`src/rtl/peak_search_sched.sv`:
```
// Run sequencer for the streaming peak detector: holdoff, then repeated search/guard
// windows counted in accepted sample beats, with beat-accurate peak timestamps.
module peak_search_sched #(
  parameter int CNT_WIDTH = 16,
  parameter int TS_WIDTH  = 32
) (
  input  logic                 clk_i,
  input  logic                 reset_i,
  input  logic                 clear_i,
  input  logic                 start_i,
  input  logic                 stop_i,
  input  logic [CNT_WIDTH-1:0] cfg_holdoff_i,
  input  logic [CNT_WIDTH-1:0] cfg_window_i,
  input  logic [CNT_WIDTH-1:0] cfg_guard_i,
  input  logic [7:0]           cfg_nsearch_i,
  input  logic                 s_beat_i,
  input  logic                 det_in_i,
  output logic                 arm_o,
  output logic                 busy_o,
  output logic                 pk_valid_o,
  output logic [TS_WIDTH-1:0]  pk_index_o,
  output logic [7:0]           pk_seq_o,
  output logic                 timeout_o,
  output logic                 done_o
);

  localparam logic [1:0] S_IDLE    = 2'd0;
  localparam logic [1:0] S_HOLDOFF = 2'd1;
  localparam logic [1:0] S_SEARCH  = 2'd2;
  localparam logic [1:0] S_GUARD   = 2'd3;

  localparam logic [CNT_WIDTH-1:0] CNT_ONE = CNT_WIDTH'(1);
  localparam logic [TS_WIDTH-1:0]  TS_ONE  = TS_WIDTH'(1);

  logic [1:0]           state_q, state_d;
  logic [CNT_WIDTH-1:0] phase_q, phase_d;
  logic [TS_WIDTH-1:0]  ts_q, ts_d;
  logic [CNT_WIDTH-1:0] holdoff_q, holdoff_d;
  logic [CNT_WIDTH-1:0] window_q, window_d;
  logic [CNT_WIDTH-1:0] guard_q, guard_d;
  logic [7:0]           nsearch_q, nsearch_d;
  logic [7:0]           pk_seq_q, pk_seq_d;
  logic [TS_WIDTH-1:0]  pk_index_q, pk_index_d;
  logic                 pk_valid_q, pk_valid_d;
  logic                 timeout_q, timeout_d;
  logic                 done_q, done_d;
  logic                 arm_q, busy_q;
  logic [7:0]           seq_inc;

  always_comb begin
    state_d    = state_q;
    holdoff_d  = holdoff_q;
    window_d   = window_q;
    guard_d    = guard_q;
    nsearch_d  = nsearch_q;
    pk_seq_d   = pk_seq_q;
    pk_index_d = pk_index_q;
    pk_valid_d = 1'b0;
    timeout_d  = 1'b0;
    done_d     = 1'b0;
    seq_inc    = pk_seq_q + 8'd1;

    if (state_q == S_IDLE) begin
      // start wins over a simultaneous stop; stop alone is meaningless here
      if (start_i) begin
        state_d   = S_HOLDOFF;
        holdoff_d = cfg_holdoff_i;
        window_d  = cfg_window_i;
        guard_d   = cfg_guard_i;
        nsearch_d = cfg_nsearch_i;
        pk_seq_d  = 8'd0;
      end
    end else if (stop_i) begin
      state_d = S_IDLE;
      done_d  = 1'b1;
    end else begin
      case (state_q)
        S_HOLDOFF: begin
          if (phase_q == holdoff_q) state_d = S_SEARCH;
        end
        S_SEARCH: begin
          if (det_in_i) begin
            pk_valid_d = 1'b1;
            pk_index_d = ts_q;
            state_d    = S_GUARD;
          end else if (phase_q == window_q) begin
            timeout_d = 1'b1;
            state_d   = S_GUARD;
          end
        end
        S_GUARD: begin
          if (phase_q == guard_q) begin
            pk_seq_d = seq_inc;
            if (nsearch_q != 8'd0 && seq_inc == nsearch_q) begin
              done_d  = 1'b1;
              state_d = S_IDLE;
            end else begin
              state_d = S_SEARCH;
            end
          end
        end
        default: state_d = S_IDLE;
      endcase
    end
  end

  // Every state change clears the phase count, so each phase counts from zero.
  always_comb begin
    phase_d = phase_q;
    if (state_d != state_q)                   phase_d = '0;
    else if (s_beat_i && (phase_q != '1))     phase_d = phase_q + CNT_ONE;
  end

  always_comb begin
    ts_d = ts_q;
    if (state_q == S_IDLE) begin
      if (start_i) ts_d = '0;
    end else if (s_beat_i) begin
      ts_d = ts_q + TS_ONE;
    end
  end

  always_ff @(posedge clk_i) begin
    if (reset_i || clear_i) begin
      state_q    <= S_IDLE;
      phase_q    <= '0;
      ts_q       <= '0;
      holdoff_q  <= '0;
      window_q   <= '0;
      guard_q    <= '0;
      nsearch_q  <= '0;
      pk_seq_q   <= '0;
      pk_index_q <= '0;
      pk_valid_q <= 1'b0;
      timeout_q  <= 1'b0;
      done_q     <= 1'b0;
      arm_q      <= 1'b0;
      busy_q     <= 1'b0;
    end else begin
      state_q    <= state_d;
      phase_q    <= phase_d;
      ts_q       <= ts_d;
      holdoff_q  <= holdoff_d;
      window_q   <= window_d;
      guard_q    <= guard_d;
      nsearch_q  <= nsearch_d;
      pk_seq_q   <= pk_seq_d;
      pk_index_q <= pk_index_d;
      pk_valid_q <= pk_valid_d;
      timeout_q  <= timeout_d;
      done_q     <= done_d;
      arm_q      <= (state_d == S_SEARCH);
      busy_q     <= (state_d != S_IDLE);
    end
  end

  assign arm_o      = arm_q;
  assign busy_o     = busy_q;
  assign pk_valid_o = pk_valid_q;
  assign pk_index_o = pk_index_q;
  assign pk_seq_o   = pk_seq_q;
  assign timeout_o  = timeout_q;
  assign done_o     = done_q;

endmodule

```
`config.mk`:
```
export PLATFORM = sky130hd
export DESIGN_NAME = peak_search_sched
export DESIGN_NICKNAME = d
export VERILOG_FILES = /design/src/rtl/peak_search_sched.sv
export SDC_FILE = /design/constraint.sdc
export NUM_CORES = 1
export LEC_CHECK = 0
export BUFFER_PORTS_ARGS = -buffer_cell sky130_fd_sc_hd__buf_2
export CORE_MARGIN = 1.5
export CORE_UTILIZATION = 30
export CTS_BUF_LIST = sky130_fd_sc_hd__clkbuf_4 sky130_fd_sc_hd__clkbuf_8
export CTS_CLUSTER_DIAMETER = 60
export CTS_CLUSTER_SIZE = 24
export DETAILED_ROUTE_END_ITERATION = 12
export PLACE_DENSITY = 0.47
export SYNTH_ARGS = -nofsm -noshare
export SYNTH_HDL_FRONTEND = slang
export SYNTH_SLANG_ARGS = --single-unit
```
`constraint.sdc`:
```
create_clock -name clk_i -period 2.2 [get_ports clk_i]
set_input_delay 0.44 -clock clk_i [delete_from_list [all_inputs] [get_ports clk_i]]
set_output_delay 0.44 -clock clk_i [all_outputs]
set_load 0.02 [all_outputs]
```
==> metrics <==
cell type with the largest total area after synthesis=dfxtp_1; post-layout instance area=0.00879 mm2; overall fraction of global-route tracks in use=0.162; detailed-route wire length per cell=14.4 um; Via Count=6221; TritonCTS clock tree=done; number of antenna cells inserted=0; net count reported at finish=1083; kind of cell adding the most delay to the critical path=simple AND/OR/NAND/NOR gates; estimated wirelength of the detail-placed design=13600 um; VDD IR-drop max=296 uV; GPL Wtd Cong=0.788; floorplan die width=156 um; Final Total Pwr=5260 uW; RSZ-0062 raised after global routing=yes; failing checks=negative setup slack; kind of critical path=register to register; synthesized instance count=872; post-route setup slack=-0.140 ns; Max Clock Freq=427 MHz; number of H-tree levels=4; dominant cells by area after synthesis=dfxtp_1, nand2_1, a21oi_1; most frequently used flop master after synthesis=dfxtp_1; area of the core region=0.0228 mm2; cell chain of the critical path=ha_4 > nand3_2 > or3_1 > a222oi_1 > buf_4 > and3_4 > mux2i_4 > buf_12 > nor3_1; worst-skew pair later-pin latency=0.46 ns; post-layout minimum cycle time=2.34 ns; run status=complete, but fails checks; sum of buffers and inverters on the critical path=2; number of global-route vias before repair=5879; Port Buffers=107; Inst Count DP=1303; number of enable flip-flop cells after synthesis=0; required time of the critical path=2.54 ns; post-synthesis instance area=0.00702 mm2; post-route ant nets=0; Iter 0 DRT Violations=292; standby leakage power=0.00345 uW; Inserted Clock Buffers=17; Clock Pin Slew Worst Setup and Hold Paths=0.09 ns; worst-margin pin slew=0.502 ns; max-capacitance violation count=0; yosys synthesis warning count=0; worst hold-check path type=primary input to register; total die area=0.0243 mm2; first-pass GRT wire length=31100 um; maximum number of pins on one net before global-route repair=70; top library cells by usage in the layout, fill and taps aside=nand2_1, dfxtp_1, a21oi_1, buf_2, buf_4; biggest fanout along the worst timing path=16; fraction of registers with async set/reset=0; remaining design rule violation count=0; # rows=55; synthesis-stage register bit count=151; crit-path max cell delay=0.43 ns; Power per Cell Area=598 mW/mm2; global route overflow=0; worst hold margin=0.221 ns; Die Y-Extent=156 um; final cycle utilization of the critical path=1.06; slowest stage cell on the critical path=a222oi_1; count of distinct cell types in the synthesized netlist=57; area share of the leading cell type in the synthesized netlist=0.431; initial core utilization=0.308; number of optimization iterations in the first detailed-route pass=5; cell area reported after detailed placement=0.00835 mm2; total wire length=19200 um; hold buffer count at CTS=0; number of antenna violations at the first check in global routing=0; number of nets in the synthesized netlist=943; type of destination of the critical path=register; arrival time reported for the critical path endpoint=2.68 ns; layout overhead on the synthesized area=25.3%; most common cell after layout, fill and taps aside=nand2_1; Startpoint Class=register; sequential element share of the synthesized area=0.431; Vias per Instance=4.65; endpoints failing setup=18; max-slew violation count=0; number of ports placed on the die boundary=108; Max clock buf depth=2; Final Non-Filler Cells=1338; Max Clock Skew=0.0226 ns; number of clock sinks=151; filler cell count=2450; CTS root buffer=clkbuf_8; worst slack after detailed placement=-0.101 ns; syn_area_per_cell=8.05 um2; worst-case headroom to the max-slew limit=0.663; share of post-route cells with drive strength above 1=0.264; number of hold-slack violations in the final timing report=0
## power by group
| group | total (uW) | switching [uW] | leakage (uW) | internal, uW |
|---|---|---|---|---|
| Clock | 2020 | 1160 | 0.000191 | 861 |
| Sequential | 2790 | 27.8 | 0.00122 | 2760 |
| Combinational | 445 | 267 | 0.00203 | 177 |
| Total | 5260 | 1460 | 0.00345 | 3800 |
## routing by layer
metal	track usage	vias to the layer above	wire length, um
li1	-	3264	-
met2	0.248	87	8470
met5	0	-	0
met3	0.0378	9	667
met1	0.228	2861	9940
met4	0.0399	0	136
## cell usage after synthesis, types with 8 or more instances
| cell type | instances |
|---|---|
| mux2_2 | 8 |
| xnor2_1 | 27 |
| nand4_1 | 20 |
| xor2_1 | 43 |
| clkbuf_1 | 53 |
| ha_1 | 8 |
| dfxtp_1 | 151 |
| o211ai_1 | 12 |
| and3_1 | 13 |
| nor2_1 | 32 |
| nor3_1 | 19 |
| o21ai_0 | 15 |
| nor3_2 | 11 |
| nand3_1 | 27 |
| nand2_1 | 205 |
| nor4_1 | 11 |
| or3_1 | 14 |
| a21oi_1 | 117 |
## flip-flops by register name, summed over array words and instances (netlist names), 2 cells and up
signal,count
window_q,16
ts_q,32
state_q,2
pk_seq_o,8
phase_q,16
pk_index_o,32
guard_q,16
holdoff_q,16
nsearch_q,8
## path summary, 6_finish.rpt
path         cells after the start  slack, ns                   startpoint                     endpoint
max                              9      -0.14     pk_seq_o[1]$_SDFFE_PP0P_      phase_q[3]$_SDFFE_PP0P_
min                              3       0.22             cfg_holdoff_i[4]    holdoff_q[4]$_SDFFE_PP0P_
max reg2reg                      9      -0.14     pk_seq_o[1]$_SDFFE_PP0P_      phase_q[3]$_SDFFE_PP0P_
min reg2reg                      2       0.46  pk_index_o[21]$_SDFFE_PP0P_  pk_index_o[21]$_SDFFE_PP0P_
## through the flow
step / util / TNS, ns
global placement: 0.366 / -2.01
global route: 0.386 / -3.36
finish: 0.386 / -2.10
detailed placement: 0.366 / -1.49
CTS: 0.385 / -1.91
floorplan: - / -0.598
## final cells by class
type | instances | area [um2] | share of cell area
Timing Repair Buffer | 185 | 1180 | 0.134
Sequential cell | 151 | 3040 | 0.345
Clock inverter | 13 | 113 | 0.0128
Multi-Input combinational cell | 651 | 3800 | 0.432
Clock buffer | 19 | 255 | 0.0290
Inverter | 6 | 22.5 | 0.00256
Tap cell | 313 | 392 | 0.0445
## tightest hold or removal path, delay by kind of cell
family	cells	cell delay, ns
AO/OA/AOI/OAI	1	0.05
AND/OR/NAND/NOR	1	0.05
buffers and inverters	1	0.09
## what timing repair did
action,CTS,global route
buffers inserted,3,0
gates resized for setup,5,6
pin swaps,2,1
setup endpoints to repair,21,33
## logic make-up after synthesis
group / share of synthesized area
xor+xnor: 0.0874
buf+inv: 0.0403
mux: 0.0191
compound gates: 0.137
simple gates: 0.271
fa+ha+maj: 0.0143
flops: 0.431
No activity file was read; power rests on OpenSTA's default activity.
